$ cat config.mk
export PLATFORM = sky130hd
export DESIGN_NAME = fp_pool_stream_flat
export DESIGN_NICKNAME = d
export VERILOG_FILES = /design/src/rtl/fp_pool_stream_if.sv /design/src/rtl/fp_pool_stream.sv /design/src/flat_wrapper.sv
export SDC_FILE = /design/constraint.sdc
export NUM_CORES = 1
export LEC_CHECK = 0
export ABC_AREA = 1
export CAP_MARGIN = 25
export CORE_ASPECT_RATIO = 0.5
export CORE_MARGIN = 4
export CORE_UTILIZATION = 35
export DETAILED_ROUTE_END_ITERATION = 16
export GPL_TIMING_DRIVEN = 0
export PLACE_DENSITY = 0.56
export SLEW_MARGIN = 20
export SYNTH_ARGS = -nofsm -noshare
export SYNTH_HDL_FRONTEND = slang
export SYNTH_SLANG_ARGS = --single-unit
export TNS_END_PERCENT = 20
$ cat constraint.sdc
create_clock -name clock -period 6.33 [get_ports clock]
set_clock_uncertainty 0.2 [all_clocks]
set_input_delay 0.633 -clock clock [delete_from_list [all_inputs] [get_ports clock]]
set_output_delay 0.633 -clock clock [all_outputs]
set_load 0.005 [all_outputs]
$ cat src/rtl/fp_pool_stream_if.sv
// Ready/valid bundle for fp_pool_stream: per-beat lane vectors in, one reduced beat per window out.
// WIDTH and IDXW are derived here so the interface and the reducer always agree on field sizes.
interface fp_pool_stream_if #(
   parameter int EXP    = 8,
   parameter int MANT   = 7,
   parameter int LANES  = 4,
   parameter int WINDOW = 9
);
   localparam int WIDTH = 1 + EXP + MANT;
   localparam int IDXW  = (WINDOW > 1) ? $clog2(WINDOW) : 1;

   logic                             in_valid;
   logic                             in_ready;
   logic                             in_mode;
   logic [LANES-1:0][WIDTH-1:0]      in_data;
   logic                             out_valid;
   logic                             out_ready;
   logic [LANES-1:0][WIDTH-1:0]      out_data;
   logic [LANES-1:0][IDXW-1:0]       out_index;
   logic [LANES-1:0]                 out_nan;

   modport master (
      output in_valid, in_mode, in_data, out_ready,
      input  in_ready, out_valid, out_data, out_index, out_nan
   );

   modport slave (
      input  in_valid, in_mode, in_data, out_ready,
      output in_ready, out_valid, out_data, out_index, out_nan
   );
endinterface

$ cat src/rtl/fp_pool_stream.sv
// Streaming per-lane float max/min pooling over WINDOW beats, reporting winner value, beat index and NaN.
// Ties keep the earliest beat; NaN never beats a number; a single output register gives 1 beat/clock.
module fp_pool_stream #(
   parameter int EXP    = 8,
   parameter int MANT   = 7,
   parameter int LANES  = 4,
   parameter int WINDOW = 9
) (
   input logic             clock,
   input logic             clock_sreset,
   fp_pool_stream_if.slave bus
);
   localparam int WIDTH = 1 + EXP + MANT;
   localparam int IDXW  = (WINDOW > 1) ? $clog2(WINDOW) : 1;

   typedef logic [WIDTH-1:0] elem_t;
   typedef logic [IDXW-1:0]  idx_t;

   localparam elem_t SIGN_BIT = {1'b1, {(WIDTH-1){1'b0}}};
   localparam idx_t  LAST_IDX = idx_t'(WINDOW - 1);

   function automatic logic is_nan(elem_t x);
      return (&x[WIDTH-2:MANT]) && (|x[MANT-1:0]);
   endfunction

   // Monotonic unsigned key: -0 folds onto +0, negatives invert, positives get the top bit set.
   function automatic elem_t order_key(elem_t x);
      elem_t z;
      z = (x == SIGN_BIT) ? '0 : x;
      return z[WIDTH-1] ? ~z : (z | SIGN_BIT);
   endfunction

   function automatic logic beats(elem_t cand, elem_t acc, logic min_mode);
      if (is_nan(cand)) return 1'b0;
      if (is_nan(acc))  return 1'b1;
      return min_mode ? (order_key(cand) < order_key(acc))
                      : (order_key(cand) > order_key(acc));
   endfunction

   idx_t                count_q, count_d;
   logic                mode_q, mode_d;
   elem_t [LANES-1:0]   acc_q, acc_d;
   idx_t  [LANES-1:0]   idx_q, idx_d;
   logic  [LANES-1:0]   nan_q, nan_d;
   logic                out_valid_q, out_valid_d;
   elem_t [LANES-1:0]   out_data_q, out_data_d;
   idx_t  [LANES-1:0]   out_index_q, out_index_d;
   logic  [LANES-1:0]   out_nan_q, out_nan_d;

   elem_t [LANES-1:0]   win_data;
   idx_t  [LANES-1:0]   win_idx;
   logic  [LANES-1:0]   win_nan;
   logic                accept;
   logic                first;
   logic                last;
   logic                mode_eff;

   assign bus.in_ready = !out_valid_q || bus.out_ready;
   assign accept       = bus.in_valid && bus.in_ready;
   assign first        = (count_q == '0);
   assign last         = (count_q == LAST_IDX);
   assign mode_eff     = first ? bus.in_mode : mode_q;

   // Running result including the current beat; on the first beat count_q is 0, so idx becomes 0.
   always_comb begin : lane_merge
      for (int l = 0; l < LANES; l++) begin
         if (first || beats(bus.in_data[l], acc_q[l], mode_eff)) begin
            win_data[l] = bus.in_data[l];
            win_idx[l]  = count_q;
         end else begin
            win_data[l] = acc_q[l];
            win_idx[l]  = idx_q[l];
         end
         win_nan[l] = is_nan(bus.in_data[l]) || (!first && nan_q[l]);
      end
   end

   always_comb begin : next_state
      // NOTE: every _d starts at its hold value so no path leaves it unassigned (no latch).
      count_d     = count_q;
      mode_d      = mode_q;
      acc_d       = acc_q;
      idx_d       = idx_q;
      nan_d       = nan_q;
      out_data_d  = out_data_q;
      out_index_d = out_index_q;
      out_nan_d   = out_nan_q;
      out_valid_d = out_valid_q && !bus.out_ready;
      if (accept) begin
         mode_d = mode_eff;
         if (last) begin
            out_data_d  = win_data;
            out_index_d = win_idx;
            out_nan_d   = win_nan;
            out_valid_d = 1'b1;
            count_d     = '0;
         end else begin
            acc_d   = win_data;
            idx_d   = win_idx;
            nan_d   = win_nan;
            count_d = count_q + idx_t'(1);
         end
      end
   end

   always_ff @(posedge clock) begin
      // NOTE: non-blocking assignments so every register samples pre-edge values.
      if (clock_sreset) begin
         // NOTE: accumulators are a few flops per lane, so they are cleared along with the rest.
         count_q     <= '0;
         mode_q      <= 1'b0;
         acc_q       <= '0;
         idx_q       <= '0;
         nan_q       <= '0;
         out_valid_q <= 1'b0;
         out_data_q  <= '0;
         out_index_q <= '0;
         out_nan_q   <= '0;
      end else begin
         count_q     <= count_d;
         mode_q      <= mode_d;
         acc_q       <= acc_d;
         idx_q       <= idx_d;
         nan_q       <= nan_d;
         out_valid_q <= out_valid_d;
         out_data_q  <= out_data_d;
         out_index_q <= out_index_d;
         out_nan_q   <= out_nan_d;
      end
   end

   assign bus.out_valid = out_valid_q;
   assign bus.out_data  = out_data_q;
   assign bus.out_index = out_index_q;
   assign bus.out_nan   = out_nan_q;
endmodule

$ cat src/flat_wrapper.sv
// flat-port wrapper written by rule: the top's interface ports become plain ports
module fp_pool_stream_flat 
#(
   parameter int EXP    = 8,
   parameter int MANT   = 7,
   parameter int LANES  = 4,
   parameter int WINDOW = 9
)
  (clock, clock_sreset, bus_in_valid, bus_in_mode, bus_in_data, bus_out_ready, bus_in_ready, bus_out_valid, bus_out_data, bus_out_index, bus_out_nan);
  fp_pool_stream_if #(.EXP(EXP), .MANT(MANT), .LANES(LANES), .WINDOW(WINDOW)) bus_i ();
  input logic clock;
  input logic clock_sreset;
  input wire logic [$bits(bus_i.in_valid)-1:0] bus_in_valid;
  input wire logic [$bits(bus_i.in_mode)-1:0] bus_in_mode;
  input wire logic [$bits(bus_i.in_data)-1:0] bus_in_data;
  input wire logic [$bits(bus_i.out_ready)-1:0] bus_out_ready;
  output wire logic [$bits(bus_i.in_ready)-1:0] bus_in_ready;
  output wire logic [$bits(bus_i.out_valid)-1:0] bus_out_valid;
  output wire logic [$bits(bus_i.out_data)-1:0] bus_out_data;
  output wire logic [$bits(bus_i.out_index)-1:0] bus_out_index;
  output wire logic [$bits(bus_i.out_nan)-1:0] bus_out_nan;
  assign bus_i.in_valid = bus_in_valid;
  assign bus_i.in_mode = bus_in_mode;
  assign bus_i.in_data = bus_in_data;
  assign bus_i.out_ready = bus_out_ready;
  assign bus_in_ready = bus_i.in_ready;
  assign bus_out_valid = bus_i.out_valid;
  assign bus_out_data = bus_i.out_data;
  assign bus_out_index = bus_i.out_index;
  assign bus_out_nan = bus_i.out_nan;
  fp_pool_stream #(.EXP(EXP), .MANT(MANT), .LANES(LANES), .WINDOW(WINDOW)) u_core (.clock(clock), .clock_sreset(clock_sreset), .bus(bus_i));
endmodule
# Yosys cells after proc, flatten, opt, wreduce, memory -nomap -nowiden
# Index checks and enable logic that the tools add are counted.
[op_classes]
add_sub_neg = 1
mul = 0
n_div = 0
n_lt_le_gt_ge = 8
n_eq_ne = 9
shift = 0
muxes = 60
bitwise = 9
n_reduce_logical = 45
[ops]
columns = ["cell", "n"]
rows = [
  ["two-way mux 16 bit", 20],
  ["equality test 16 bit, second input constant", 8],
  ["NOT 16 bit", 8],
  ["> comparator 16 bit", 4],
  ["< comparator 16 bit", 4],
  ["AND reduction 8 bit", 8],
  ["OR reduction 7 bit", 8],
  ["two-way mux 1 bit", 35],
  ["two-way mux 4 bit", 5],
  ["logical AND 1 bit", 14],
  ["logical OR 1 bit", 9],
  ["adder 4 x 1 -> 4 bit, second input constant", 1],
  ["equality test 4 bit, second input constant", 1],
  ["zero test 4 bit", 1],
  ["AND reduction 2 bit", 2],
  ["zero test 1 bit", 3],
  ["NOT 1 bit", 1],
]
[totals]
regBits = 174
latchBits = 0
mem_bits_rw = 0
romBits = 0
input_bits = 69
word_cells = 153
memories = 0

# Longest topological paths before layout
# Gate-level depths: netlist (run 1).
[depth]
depth_word = 10
ltp_mapped = 27
mapped_depth_nobuf = 25

# Worst setup path after synthesis (run 1)
# Ideal clock, no wire load.
[synth_timing]
kind = "input -> register"
start = "in bus_in_data[47]"
end = "reg u_core.acc_q[41] (netlist bit)"
setup_time_ns = 0.109
arrival_time_ns = 2.941
path_slack_ns = 3.080
path_stages = 25
n_path_buf = 3
path_cell_list = "buf_4 > inv_2 > nor2_1 > nand2_1 > nor2_1 > nand2_1 > nand2_1 > buf_4 > xor2_1 > ha_1 > a21oi_1 > nor2_1 > a211oi_1 > o21ai_0 > nand4_1 > nand3_1 > nand2_1 > nand2_1 > nand2_2 > nand2_4 > buf_6 > nand2_2 > nand3_1 > nand2_1 > inv_1"
[synth_between]
elab_chain_cells = 10
elab_cells_between_ends = 11
classes_between = "order compare: 2; eq/ne: 1; mux: 6; bitwise: 1; reduce/logical: 1"
[synth_rtl]
columns = ["element", "line_no", "text"]
rows = [
  ["from (decl)", "flat_wrapper.sv:15", "input wire logic [$bits(bus_i.in_data)-1:0] bus_in_data;"],
  ["equality test 16 bit", "fp_pool_stream.sv:29", "z = (x == SIGN_BIT) ? '0 : x;"],
  ["two-way mux 16 bit *", "fp_pool_stream.sv:29", ""],
  ["NOT 16 bit", "fp_pool_stream.sv:30", "return z[WIDTH-1] ? ~z : (z | SIGN_BIT);"],
  ["two-way mux 16 bit *", "fp_pool_stream.sv:30", ""],
  ["> comparator 16 bit or < comparator 16 bit (tied branches)", "fp_pool_stream.sv:37, fp_pool_stream.sv:36", ""],
  ["two-way mux 1 bit * (2 in series)", "fp_pool_stream.sv:36", "return min_mode ? (order_key(cand) < order_key(acc))"],
  ["two-way mux 1 bit *", "fp_pool_stream.sv:35", "if (is_nan(acc)) return 1'b1;"],
  ["logical OR 1 bit *", "fp_pool_stream.sv:67", "if (first || beats(bus.in_data[l], acc_q[l], mode_eff)) begin"],
  ["two-way mux 16 bit *", "fp_pool_stream.sv:67", ""],
  ["to (signal assigned)", "fp_pool_stream.sv:112", "acc_q <= '0;"],
  ["to (signal assigned)", "fp_pool_stream.sv:122", "acc_q <= acc_d;"],
  ["to (decl)", "fp_pool_stream.sv:42", "elem_t [LANES-1:0] acc_q, acc_d;"],
]
# Mark *: on every way between the ends. The rest lies on a longest branch, timed or not.
# A chain may end at the register's enable or synchronous reset.

# Final worst setup path (run 1)
[layout_timing]
start = "reg u_core.acc_q[16] (netlist bit)"
end = "reg u_core.out_data_q, in the netlist u_core.bus.out_data[31]"
[layout_between]
elab_chain_cells = 10
elab_cells_between_ends = 16
classes_between = "order compare: 2; eq/ne: 1; mux: 9; bitwise: 1; reduce/logical: 3"
[layout_rtl]
columns = ["element", "line_no", "text"]
rows = [
  ["equality test 16 bit", "fp_pool_stream.sv:29", ""],
  ["two-way mux 16 bit", "fp_pool_stream.sv:29", ""],
  ["NOT 16 bit", "fp_pool_stream.sv:30", ""],
  ["two-way mux 16 bit", "fp_pool_stream.sv:30", ""],
  ["> comparator 16 bit or < comparator 16 bit (tied branches)", "fp_pool_stream.sv:37, fp_pool_stream.sv:36", ""],
  ["two-way mux 1 bit", "fp_pool_stream.sv:36", ""],
  ["two-way mux 1 bit *", "fp_pool_stream.sv:36", ""],
  ["two-way mux 1 bit *", "fp_pool_stream.sv:35", ""],
  ["logical OR 1 bit *", "fp_pool_stream.sv:67", ""],
  ["two-way mux 16 bit *", "fp_pool_stream.sv:67", ""],
  ["to (signal assigned)", "fp_pool_stream.sv:126", "out_data_q <= out_data_d;"],
  ["to (decl)", "fp_pool_stream.sv:46", "elem_t [LANES-1:0] out_data_q, out_data_d;"],
]
# Mark *: on every way between the ends. The rest lies on a longest branch, timed or not. The select of a mux whose other input is x is not followed.

==> out/summary.txt, run 1 <==
Layout Nets: 2149
Share of cells above drive strength 1: 5.711%
Die H: 135.9 um
Fin util: 44.13%
First-pass DRT Iterations: 6
Most common cell in the synthesized netlist: nand2_1
Synth top cells by count: 591 x nand2_1, 234 x inv_1, 197 x nand3_1, 174 x dfxtp_1, 152 x nor2_1
Inst Count DP: 2431
Vias in the first global route: 11050
Final min period: 3.929 ns
Flop pwr share: 35.9%
Initial Utilization: 35.83%
TritonCTS clock tree: yes
Worst path required time: 6.47 ns
Pleak: 7.257 nW
Power Internal: 2.135 mW
Final WL: 36360 um
Clock transition at path regs: 0.07 ns
Avg WL per Cell: 14.76 um
Die Wd: 263.7 um
Slew headroom: 44.53%
Critical path's largest stage delay: 0.35 ns
Crit. End Element: flop
# rows: 46
Worst Setup Start Kind: flop
Unique masters post-synth: 34
Largest net degree at the start of global routing: 17
Routability Congestion: 0.8686
Count of cells resized by post-cts repair: 0
Clock root buffer: clkbuf_16
Met3 WL: 1408 um
Final Hold Fails: 0
Antenna violations before repair: 0
Placeable Area: 0.03194 sq mm
RSZ-0062 raised after global routing: no
Leading area contributor after synthesis: dfxtp_1
Setup TNS after final layout: 0 ns
Post-Layout Cell Count: 2463
Ant diodes: 0
Vias per inst: 4.793
Hold_buf cts: 0
Vias: 11800
Average cell area after synthesis: 6.187 sq um
Synthesis-stage register bit count: 174
Worst VDD drop: 0.1425 mV
Worst path top cell family by delay: simple AND/OR/NAND/NOR gates
Final WS setup: 2.401 ns
Worst skew pair latency: 0.45 ns
Total gr overflow: 0
CP most frequent cell: nand2_1
Routed wl met2: 15770 um
Sw power: 1.170 mW
DRC viols: 0
Fmax: 254.5 MHz
Register area share after synthesis: 30.43%
Fill cells: 3516
CTS buffer count: 17
Synth top area share: 30.43%
Pre-CTS setup slack: 2.055 ns
Clock Sink Count: 174
Crit-path cells: nor2_1, nand3_1, nor2_1, nand2_1, nand2_1, clkbuf_1, nand2_1, o21ai_0, ha_1, inv_1, nor3_1, nand2_1, o311ai_0, nand3_1, nand3_1, nand3_1, nand2_2, nand2_4, buf_4, nand2_1, nand2_1, nand2_1, nand2_1
Area growth from synthesis to layout: 23.16%
PwrDens: 234.4 mW/mm^2
Hold Worst Slack: 0.2496 ns
Most used DFF post-synth: dfxtp_1
Htree depth: 4
Final-report setup violation count: 0
Synthesized area: 0.01145 sq mm
IO Pins: 155
Final ANT Viol Nets: 0
Tcrit/Tclk final: 62.07%
Gate Count Post-Synth: 1850
Power share of the combinational group: 29.9%
Setup Buffers After CTS: 0
I/O Buffers: 149
Post-synthesis net count: 1981
DRT iter0 DRCs: 772
CP Data Arrival Time: 4.07 ns
Final slew viol count: 0
Switch share: 35.40%
Max_cap viols: 0
First-pass GRT wire length: 58370 um
Synth async-reset ratio: 0%
Slowest CP cell: dfxtp_1
Met1 wire length: 18710 um
Synth Warn #: 0
Worst Setup Path Type: flop to flop
CP Buf/Inv Count: 3
CTS Buffer Depth: 2
Top Metal Used: met4
GRT Total Usage: 20.15%
Hpwl dp: 28110 um
Clock network power share: 34.2%
Status: finished clean
Synth top area cells: dfxtp_1 30%, nand2_1 19%, nand3_1 8.6%
Crit path max fanout: 10
Worst-Margin Slew: 0.8311 ns
EDFF count, synth: 0
Die area: 0.03584 sq mm
Hold Path Class: flop to flop
## state kept, by name, summed over array words and instances, names as in the netlist
| signal | cells |
|---|---|
| u_core.idx_q | 16 |
| u_core.acc_q | 64 |
| u_core.bus.out_data | 64 |
| u_core.count_q | 4 |
| u_core.mode_q | 1 |
| u_core.bus.out_nan | 4 |
| u_core.bus.out_index | 16 |
| u_core.nan_q | 4 |
| u_core.bus.out_valid | 1 |
## cell type report
type | instances | area [sq um] | area share (%)
clock inverter | 11 | 153.9 | 1.092
tap | 432 | 540.5 | 3.834
clock buffer | 21 | 460.4 | 3.266
multi-input combinational | 1352 | 6661 | 47.25
timing repair buffer | 149 | 1491 | 10.58
buffer | 81 | 394.1 | 2.796
sequential | 174 | 3483 | 24.71
inverter | 243 | 912.1 | 6.470
## cells in the final DEF (no fill, tap or decap), types with 17 or more instances in the layout
cell             count
ha_1                62
nand2_2             28
nor2_1             150
xor2_1              33
nand4_1             18
dfxtp_1            174
nand3_1            197
clkbuf_1            53
o21ai_0             73
clkbuf_16           17
inv_1              234
nand2_1            591
clkdlybuf4s50_1    149
a21oi_1            128
## metal layers
metal	up-vias	GRT usage, %
met5	-	0
met4	0	5.333
met3	33	2.532
met2	240	32.02
met1	5321	29.05
li1	6210	-
## worst min-delay path: cells and delay by family (launching register included)
family / cells / cell delay (ns)
and+or+nand+nor: 2 / 0.10
DFF: 1 / 0.31
## metrics by stage
| step | cell area (sq um) | total power [mW] |
|---|---|---|
| 5_1_grt | 14100 | 3.526 |
| 3_3_place_gp | 13480 | 2.189 |
| 4_1_cts | 14100 | 3.331 |
| 6_report | 14100 | 3.305 |
| 3_5_place_dp | 13480 | 2.194 |
| 2_1_floorplan | 11450 | 1.899 |
## final timing paths
kind / startpoint / end / slack, ns / depth (start not counted)
worst max-delay path: u_core.acc_q[16] / u_core.bus.out_data[31] / 2.40 / 23
worst min-delay path: u_core.bus.out_data[38] / u_core.bus.out_data[38] / 0.25 / 2
worst max register to register: u_core.acc_q[16] / u_core.bus.out_data[31] / 2.40 / 23
worst min register to register: u_core.bus.out_data[38] / u_core.bus.out_data[38] / 0.25 / 2
## cell families (layout without fill, tap and decap cells)
group           Yosys count  in the layout  synth area share, %
simple gates           1018           1018                37.58
buf+inv                 324            505                11.41
compound gates          239            239                11.27
flops                   174            174                30.43
fa+ha+maj                62             62                6.777
xor+xnor                 33             33                2.525
## power groups by stage
| stage | Sequential, mW | Combinational [mW] | Clock, mW |
|---|---|---|---|
| 2_1_floorplan | 1.20 | 0.700 | 0 |
| 3_3_place_gp | 1.21 | 0.979 | 0 |
| 3_5_place_dp | 1.21 | 0.984 | 0 |
| 4_1_cts | 1.19 | 0.989 | 1.16 |
| 5_1_grt | 1.19 | 1.14 | 1.20 |
| 6_report | 1.19 | 0.989 | 1.13 |
No activity file was read; power rests on OpenSTA's default activity.
==> inputs of run 2 (changes only) <==
- clock period: 6.33 -> 3.65 ns (I/O delays scaled with it)
==> run 2 against run 1 <==
Against the previous run: hold slack lost 0.13 ns; highest routed layer unchanged; flip-flop and latch count is the same; first-iteration DRC count grew 4.1%; fmax grew 14%; die area is the same; critical path depth is the same; critical endpoint is now u_core.bus.out_data[24]; critical path type unchanged.
==> out/summary.txt, run 2 (synthesized netlist as in run 1, its figures left out) <==
Avg WL per Cell: 14.79 um (+0.21%)
CTS buffer count: 17 (unchanged)
Inst Count DP: 2431 (unchanged)
Antenna violations before repair: 0 (unchanged)
CP Buf/Inv Count: 3 (unchanged)
Ant diodes: 0 (unchanged)
Share of cells above drive strength 1: 7.951% (+2.2 points)
Post-Layout Cell Count: 2482 (+0.77%)
Final slew viol count: 0 (unchanged)
Layout Nets: 2168 (+0.88%)
Final-report setup violation count: 0 (unchanged)
Total gr overflow: 0 (unchanged)
Die H: 135.9 um (unchanged)
Hold Worst Slack: 0.1173 ns (-0.1324 ns)
Hold EP: u_core.bus.out_data[47]
Min-delay src: bus_in_data[47]
Clock Sink Count: 174 (unchanged)
Fmax: 289.1 MHz (+14%)
Clock root buffer: clkbuf_16
Most frequent cells in the layout: 588 x nand2_1, 234 x inv_1, 197 x nand3_1, 170 x dfxtp_1, 137 x nor2_1
Fill cells: 3475 (-1.2%)
PwrDens: 402.6 mW/mm^2 (+72%)
Hold depth: 5 (+3)
Vias: 11920 (+0.97%)
Crit. End Element: flop
Die area: 0.03584 sq mm (unchanged)
DRC viols: 0 (unchanged)
First-pass GRT wire length: 58340 um (about the same)
Final Hold Fails: 0 (unchanged)
CP Data Arrival Time: 3.60 ns (-0.47 ns)
Largest net degree at the start of global routing: 18 (+1)
DRT iter0 DRCs: 804 (+4.1%)
Worst path top cell family by delay: simple AND/OR/NAND/NOR gates
Area growth from synthesis to layout: 26.25%
Worst path required time: 3.79 ns (-2.68 ns)
IO Pins: 155 (unchanged)
R2R Path End: u_core.bus.out_data[24]
Critical path's largest stage delay: 0.35 ns (about the same)
Final WL: 36710 um (+0.98%)
Placeable Area: 0.03194 sq mm (unchanged)
Pleak: 7.519 nW (+3.6%)
Final ANT Viol Nets: 0 (unchanged)
Vias in the first global route: 11050 (+0.0091%)
Slowest CP cell: dfxtp_1
Routability Congestion: 0.8686 (unchanged)
Initial Utilization: 35.83% (unchanged)
Worst skew pair latency: 0.45 ns (about the same)
Worst-Margin Slew: 0.8548 ns (+0.02368 ns)
Worst Setup Path Type: flop to flop
Max_cap viols: 0 (unchanged)
TritonCTS clock tree: yes
Most common cell after layout, fill and taps aside: nand2_1
CP most frequent cell: nand2_1
Tcrit/Tclk final: 94.76% (+33 points)
Hold Path Class: primary input to flop
I/O Buffers: 149 (unchanged)
Hpwl dp: 28110 um (unchanged)
Reg2Reg Depth: 23 (unchanged)
Worst VDD drop: 0.2489 mV (+75%)
Crit path max fanout: 10 (unchanged)
First-pass DRT Iterations: 5 (-1)
Setup TNS after final layout: 0 ns (unchanged)
Reg2reg start: u_core.acc_q[16]
Clock transition at path regs: 0.07 ns (about the same)
Register-to-register setup slack: 0.19 ns (-2.21 ns)
# rows: 46 (unchanged)
Die Wd: 263.7 um (unchanged)
CTS Buffer Depth: 2 (unchanged)
Htree depth: 4 (unchanged)
Vias per inst: 4.802 (+0.19%)
Status: finished clean
Crit-path cells: nor2_1, nand3_1, nor2_2, nand2_1, nand2_4, buf_4, nand2_1, o21ai_0, ha_1, a21oi_1, o21ai_0, nand2_1, o311ai_0, nand3_1, nand3_1, nand3_1, nand2_2, buf_4, buf_4, nand3_1, nand2_1, nand2_1, nand2_1
Slew headroom: 42.95% (-1.6 points)
Final min period: 3.459 ns (-0.4702 ns)
Hold_buf cts: 0 (unchanged)
GRT Total Usage: 20.13% (about the same)
Worst Setup Start Kind: flop
## run 2: cell types whose count changed in the layout (fill, tap and decap cells not counted), sizes merged
cell,before,now
clkdlybuf4s50,149,135
nand2,626,627
clkbuf,72,68
buf,30,52
dlymetal6s2s,0,14
## run 2: worst min-delay path: stages
cell and delay (ns):
buf_4 0.16, nand2_2 0.07, nand2_1 0.05, nand2_1 0.04
nand2_1 0.04
## run 2: what timing repair did
item,in CTS,in global routing
endpoints found under the setup margin,147,160
resized for setup,6,59
pin swaps,0,12
buffers inserted,0,20
gates cloned,0,1
## run 2: power by group
group	total [mW]	internal (mW)	switching, mW	leakage (nW)
combinational	1.80	0.651	1.14	5.80
sequential	2.06	1.99	0.0741	1.42
clock	1.96	1.12	0.840	0.295
total	5.82	3.76	2.06	7.52
## run 2: metrics by stage
step	utilization [%]	total power, mW	area (sq um)	setup WS (ns)
2_1_floorplan	-	3.294	11450	0.5688
3_3_place_gp	42.19	3.797	13480	-0.3463
3_5_place_dp	42.21	3.805	13480	-0.3569
4_1_cts	44.16	5.780	14110	0.01531
5_1_grt	45.24	6.201	14450	-0.03182
6_report	45.24	5.818	14450	0.1913
## run 2: area by class of cell
type	instances	area [sq um]	area share, %
buffer	79	416.7	2.883
clock buffer	21	460.4	3.186
clock inverter	11	153.9	1.065
inverter	243	912.1	6.312
multi-input combinational	1353	6778	46.90
sequential	174	3496	24.19
tap	432	540.5	3.741
timing repair buffer	169	1693	11.72
## run 2: layer usage
| layer | track usage [%] | part of all wire (%) | vias up |
|---|---|---|---|
| met5 | 0 | 0 | - |
| met4 | 5.333 | 1.4 | 0 |
| met3 | 2.532 | 3.9 | 33 |
| met2 | 32.02 | 44 | 230 |
| met1 | 29.00 | 51 | 5402 |
| li1 | - | - | 6253 |
## run 2: worst max path at each step
stage / from / cells past startpoint / slack, ns / endpoint
floorplan: u_core.acc_q[47] / 25 / 0.57 / u_core.acc_q[41]
global placement: bus_in_data[30] / 22 / -0.35 / u_core.bus.out_data[31]
detailed placement: bus_in_data[28] / 22 / -0.36 / u_core.bus.out_data[31]
CTS: u_core.acc_q[20] / 23 / 0.02 / u_core.bus.out_data[31]
global route: bus_in_data[13] / 23 / -0.03 / u_core.bus.out_data[7]
finish: u_core.acc_q[16] / 23 / 0.19 / u_core.bus.out_data[24]
